**config.mk**
```make
export PLATFORM = sky130hd
export DESIGN_NAME = fetch_sequencer
export DESIGN_NICKNAME = d
export VERILOG_FILES = /design/src/rtl/fetch_sequencer.sv
export SDC_FILE = /design/constraint.sdc
export NUM_CORES = 1
export LEC_CHECK = 0
export ABC_CLOCK_PERIOD_IN_PS = 5160
export CORE_MARGIN = 1
export CORE_UTILIZATION = 44
export DETAILED_ROUTE_END_ITERATION = 16
export GPL_ROUTABILITY_DRIVEN = 0
export PLACE_DENSITY_LB_ADDON = 0.05
export SYNTH_ARGS = -nofsm -noshare
export SYNTH_HDL_FRONTEND = slang
export SYNTH_SLANG_ARGS = --single-unit
export TNS_END_PERCENT = 1
```
**constraint.sdc**
```tcl
create_clock -name clk -period 5.16 [get_ports clk]
set_clock_uncertainty 0.15 [all_clocks]
set_input_delay 1.032 -clock clk [delete_from_list [all_inputs] [get_ports clk]]
set_output_delay 1.032 -clock clk [all_outputs]
set_load 0.02 [all_outputs]
```
**src/rtl/fetch_sequencer.sv**
```systemverilog
// rtl/fetch_sequencer.sv - F-stage next-PC selection, PC/F-D enables, halt/fault sequencing and fetch counter
module fetch_sequencer #(
    parameter logic [31:0] RESET_PC = 32'h0000_3000,
    parameter int          IM_DEPTH = 4096,
    parameter int          CNT_W    = 32
) (
    input  logic             clk,
    input  logic             reset,
    input  logic [31:0]      pc_f,
    input  logic             stall,
    input  logic             redir_valid,
    input  logic [31:0]      redir_target,
    input  logic             halt_req,
    output logic [31:0]      npc,
    output logic             pc_en,
    output logic             fd_en,
    output logic             fd_flush,
    output logic             halt_ack,
    output logic             fetch_fault,
    output logic [31:0]      fault_pc,
    output logic [CNT_W-1:0] fetch_count
);

    typedef enum logic [1:0] {
        RUN    = 2'd0,
        HALTED = 2'd1,
        FAULT  = 2'd2
    } state_t;

    // Upper bound is computed in 33 bits so a range ending at 2^32 cannot wrap to zero.
    localparam logic [32:0] PC_LIMIT = {1'b0, RESET_PC} + (33'(IM_DEPTH) * 33'd4);

    state_t            state_q, state_d;
    logic [31:0]       fault_pc_q, fault_pc_d;
    logic [CNT_W-1:0]  count_q, count_d;
    logic [31:0]       cand;
    logic              cand_illegal;

    assign cand         = redir_valid ? redir_target : (pc_f + 32'd4);
    assign cand_illegal = (cand[1:0] != 2'b00) || (cand < RESET_PC) || ({1'b0, cand} >= PC_LIMIT);

    always_comb begin
        state_d    = state_q;
        fault_pc_d = fault_pc_q;
        pc_en      = 1'b0;
        fd_en      = 1'b1;
        fd_flush   = 1'b1;
        case (state_q)
            RUN: begin
                if (stall) begin
                    fd_en    = 1'b0;
                    fd_flush = 1'b0;
                end else if (cand_illegal) begin
                    fault_pc_d = cand;
                    state_d    = FAULT;
                end else if (redir_valid) begin
                    // Delay slot moves to D; a coincident halt waits for the next cycle.
                    pc_en    = 1'b1;
                    fd_flush = 1'b0;
                end else if (halt_req) begin
                    state_d = HALTED;
                end else begin
                    pc_en    = 1'b1;
                    fd_flush = 1'b0;
                end
            end
            HALTED: begin
                if (!halt_req) begin
                    state_d = RUN;
                end
            end
            FAULT: begin
                state_d = FAULT;
            end
            default: begin
                state_d = RUN;
            end
        endcase
        if (reset) begin
            pc_en    = 1'b0;
            fd_en    = 1'b1;
            fd_flush = 1'b1;
        end
    end

    always_comb begin
        count_d = count_q;
        if ((state_q == RUN) && pc_en && (count_q != {CNT_W{1'b1}})) begin
            count_d = count_q + CNT_W'(1);
        end
    end

    always_ff @(posedge clk) begin
        if (reset) begin
            state_q    <= RUN;
            fault_pc_q <= 32'd0;
            count_q    <= '0;
        end else begin
            state_q    <= state_d;
            fault_pc_q <= fault_pc_d;
            count_q    <= count_d;
        end
    end

    assign npc         = cand;
    assign halt_ack    = (state_q == HALTED);
    assign fetch_fault = (state_q == FAULT);
    assign fault_pc    = fault_pc_q;
    assign fetch_count = count_q;

endmodule

```
==> out/qor.json <==
{
  "drive_above_1_share_pct": 18.6,
  "finalHoldViolations": 0,
  "worst_path_most_repeated_cell": "sky130_fd_sc_hd__or4_4",
  "critical_path.endpoint_type": "output pin",
  "antenna_found_initial": 0,
  "layout.nets": 866,
  "timing.max_cap.violations": 0,
  "cts_tree": "built",
  "floorplan.initialDensity_pct": 46.2,
  "power-per-cell-area_mw_per_mm2": 205,
  "io_pins": 170,
  "final_global_route_overflow_total": 0,
  "cp_top_family": "simple AND/OR/NAND/NOR gates",
  "antennaDiodeCount": 0,
  "final_setup_fails": 0,
  "timing.critical_path.buf_inv": 3,
  "grt_pass1_vias": 4964,
  "hold_path.startpoint": "fault_pc[7]$_SDFFE_PP0P_",
  "vias": 5238,
  "cts_htree_levels": 3,
  "grt_pass1_wl_um": 23800,
  "drt-wirelength-per-cell_um": 16.8,
  "min-delay-path-class": "reg -> reg",
  "max_slew_margin_pct": 26.3,
  "route.antenna.remaining_nets": 0,
  "worstPathMaxFanout": 4,
  "clkSlewWorstSetupHoldPaths_ns": 0.07,
  "synthDistinctLibCells": 58,
  "cts-root-buf": "sky130_fd_sc_hd__clkbuf_8",
  "fmaxAchievable_ghz": 0.196,
  "area_growth_from_synthesis_to_final_layout_pct": 66.3,
  "dp_cells": 884,
  "syn-mean-instance-area_um2": 7.46,
  "timing.rr.start": "state_q[1]$_SDFFE_PP0P_",
  "die_x_um": 98.7,
  "postSynthRegisterBits": 66,
  "syn-num-nets": 622,
  "maximum_number_of_pins_on_one_net_before_global_route_repair": 73,
  "final_cells": 907,
  "detail_route.first_pass.iterations": 5,
  "crit_start": "pc_f[13]",
  "placementRows": 34,
  "detailedPlacementHpwl_um": 11400,
  "setup_tns_ns": 0,
  "worst-setup-path-type": "in -> out",
  "routed_wl_um": 15200,
  "result_of_the_run": "finished, final reports clean",
  "timing.critical_path.slowest_cell_delay_ns": 0.50,
  "cp_cell_sequence": "clkdlybuf4s50_1 -> inv_2 -> or4_4 -> o31a_1 -> nor4b_4 -> o2111ai_2 -> or4_4 -> nor4_4 -> buf_4",
  "tightestPinTransition_ns": 1.11,
  "final-max-slew-violation-count": 0,
  "postSynthCellCount": 551,
  "core_area_mm2": 0.00889,
  "worst_skew_pair.late_latency_ns": 0.34,
  "portion_of_the_clock_cycle_consumed_by_the_worst_path_in_the_final_layout_pct": 98.6,
  "type_of_element_launching_the_critical_path": "input port",
  "crit_required_ns": 3.98,
  "clock-sinks": 66,
  "peak_supply_drop_v": 0.000212,
  "detail_route.drc_violations": 0,
  "p_leak_uw": 0.00261,
  "detail_route.vias_per_cell": 5.78,
  "ys_warn_count": 0,
  "number_of_buffers_created_by_cts": 9,
  "die-area_mm2": 0.00973,
  "cp_slowest_cell": "sky130_fd_sc_hd__clkdlybuf4s50_1",
  "port_buffers": 169,
  "netlist_area_mm2": 0.00411,
  "die_height_um": 98.7,
  "seq_area_frac_synth_pct": 32.1,
  "synth-main-ff-cell": "sky130_fd_sc_hd__dfxtp_1",
  "async_flop_share_pct": 0,
  "min_period_ns": 5.09,
  "track_usage_pct": 30.7,
  "clock_path_buffers": 2,
  "drt-initial-drc-count": 238,
  "cp.arrival_ns": 3.91,
  "synth_enable_flop_cells": 0
}
[worst reg2reg max path: stages (launching register included)]
cell	delay, ns
sky130_fd_sc_hd__dfxtp_1	0.35
sky130_fd_sc_hd__nor3_1	0.35
sky130_fd_sc_hd__nand3b_1	0.23
sky130_fd_sc_hd__a31oi_1	0.31
sky130_fd_sc_hd__nand2_1	0.14
sky130_fd_sc_hd__nor4_4	0.20
sky130_fd_sc_hd__buf_4	0.18
sky130_fd_sc_hd__nand4_2	0.23
sky130_fd_sc_hd__or4_1	0.54
sky130_fd_sc_hd__a21oi_1	0.16
[metrics by stage]
stage	hold WS [ns]	total power [µW]	setup WS, ns	util (%)	area, µm²
detailed placement	0.317	912	-0.861	72.8	6470
floorplan	0.325	696	0.0919	-	4110
global placement	0.312	906	-0.727	72.8	6470
CTS	0.332	1400	0.00120	76.3	6790
finish	0.331	1400	0.0697	76.9	6840
global route	0.352	1450	-0.0727	76.9	6840
[state kept, by name, summed over array words and instances, names as in the netlist]
register and count:
fault_pc 32, fetch_count 32, state_q 2
[metal layers]
layer | up-vias | GRT usage (%) | part of all wire, %
met1 | 2436 | 36.3 | 40
met3 | 68 | 5.96 | 6.6
met4 | 0 | 17.1 | 5.1
met5 | - | 0 | 0
met2 | 237 | 52.4 | 48
li1 | 2497 | - | -
[area by class of cell]
cell class,count,area [µm²]
Clock buffer,13,159
Clock inverter,2,60.1
Sequential cell,66,1320
Multi-Input combinational cell,440,2690
Tap cell,108,135
Timing Repair Buffer,268,2430
Inverter,10,37.5
Fill cell,688,2060
[Yosys cell counts, types with 3 or more instances]
library cell / instances / area share [%]
sky130_fd_sc_hd__mux2_1: 5 / 1.4
sky130_fd_sc_hd__xor2_1: 8 / 1.7
sky130_fd_sc_hd__o31a_1: 4 / 0.85
sky130_fd_sc_hd__and4_1: 8 / 1.7
sky130_fd_sc_hd__nor2b_1: 8 / 1.2
sky130_fd_sc_hd__nor3_1: 20 / 2.4
sky130_fd_sc_hd__nor4_1: 8 / 1.2
sky130_fd_sc_hd__dfxtp_1: 66 / 32
sky130_fd_sc_hd__or4_1: 11 / 2.0
sky130_fd_sc_hd__mux2i_1: 3 / 0.73
sky130_fd_sc_hd__a31oi_1: 8 / 1.2
sky130_fd_sc_hd__clkbuf_1: 20 / 1.8
sky130_fd_sc_hd__or3_1: 20 / 3.0
sky130_fd_sc_hd__xnor2_1: 12 / 2.6
sky130_fd_sc_hd__o21a_1: 3 / 0.55
sky130_fd_sc_hd__mux2_2: 6 / 1.6
sky130_fd_sc_hd__nand4_1: 15 / 2.3
sky130_fd_sc_hd__buf_2: 11 / 1.3
sky130_fd_sc_hd__nand2_1: 69 / 6.3
sky130_fd_sc_hd__o21ai_0: 34 / 4.1
sky130_fd_sc_hd__a21oi_1: 55 / 6.7
sky130_fd_sc_hd__o31ai_1: 10 / 1.8
sky130_fd_sc_hd__and2_1: 4 / 0.61
sky130_fd_sc_hd__nor2_1: 41 / 3.7
sky130_fd_sc_hd__o21ai_1: 20 / 2.4
sky130_fd_sc_hd__inv_1: 10 / 0.91
sky130_fd_sc_hd__and3_1: 12 / 1.8
sky130_fd_sc_hd__nand2b_1: 8 / 1.2
sky130_fd_sc_hd__nand3_1: 17 / 2.1
[cells in the final DEF, fill, tap and decap left out, drive strengths merged, types with 12 or more instances in the layout]
master / n
buf: 102
o21ai: 54
dfxtp: 66
or4: 13
nand3: 18
a21oi: 56
nand4: 17
and3: 12
clkdlybuf4s50: 154
clkbuf: 15
nand2: 70
xnor2: 12
or3: 20
nor3: 20
nor2: 41
[logic make-up (layout without fill, tap and decap cells)]
kind of cell    after synthesis  count (layout)  share of synthesized area (%)
buf+inv                      45             293                           4.72
xor+xnor                     20              20                           4.26
compound gates              146             146                           20.4
fa+ha+maj                     2               2                          0.609
mux                          14              14                           3.74
flops                        66              66                           32.1
simple gates                258             258                           34.1
[final timing paths]
| path | to | slack [ns] | cells past startpoint |
|---|---|---|---|
| hold reg to reg | fault_pc[7]$_SDFFE_PP0P_ | 0.33 | 2 |
| hold / removal | fault_pc[7]$_SDFFE_PP0P_ | 0.33 | 2 |
| setup reg to reg | fetch_count[22]$_SDFFE_PP0P_ | 2.24 | 9 |
| setup / recovery | pc_en | 0.07 | 9 |
[power by group]
group	internal (µW)	leakage [µW]	switching [µW]
Sequential	527	0.000537	9.08
Combinational	189	0.00197	189
Clock	297	0.000110	189
[what timing repair did]
item	CTS	global route
gates resized for setup	37	12
hold buffers	0	0
gates cloned	0	0
endpoints found under the setup margin	5	3
setup buffers	6	2
pin swaps	14	7
(Power assumes the default switching activity.)
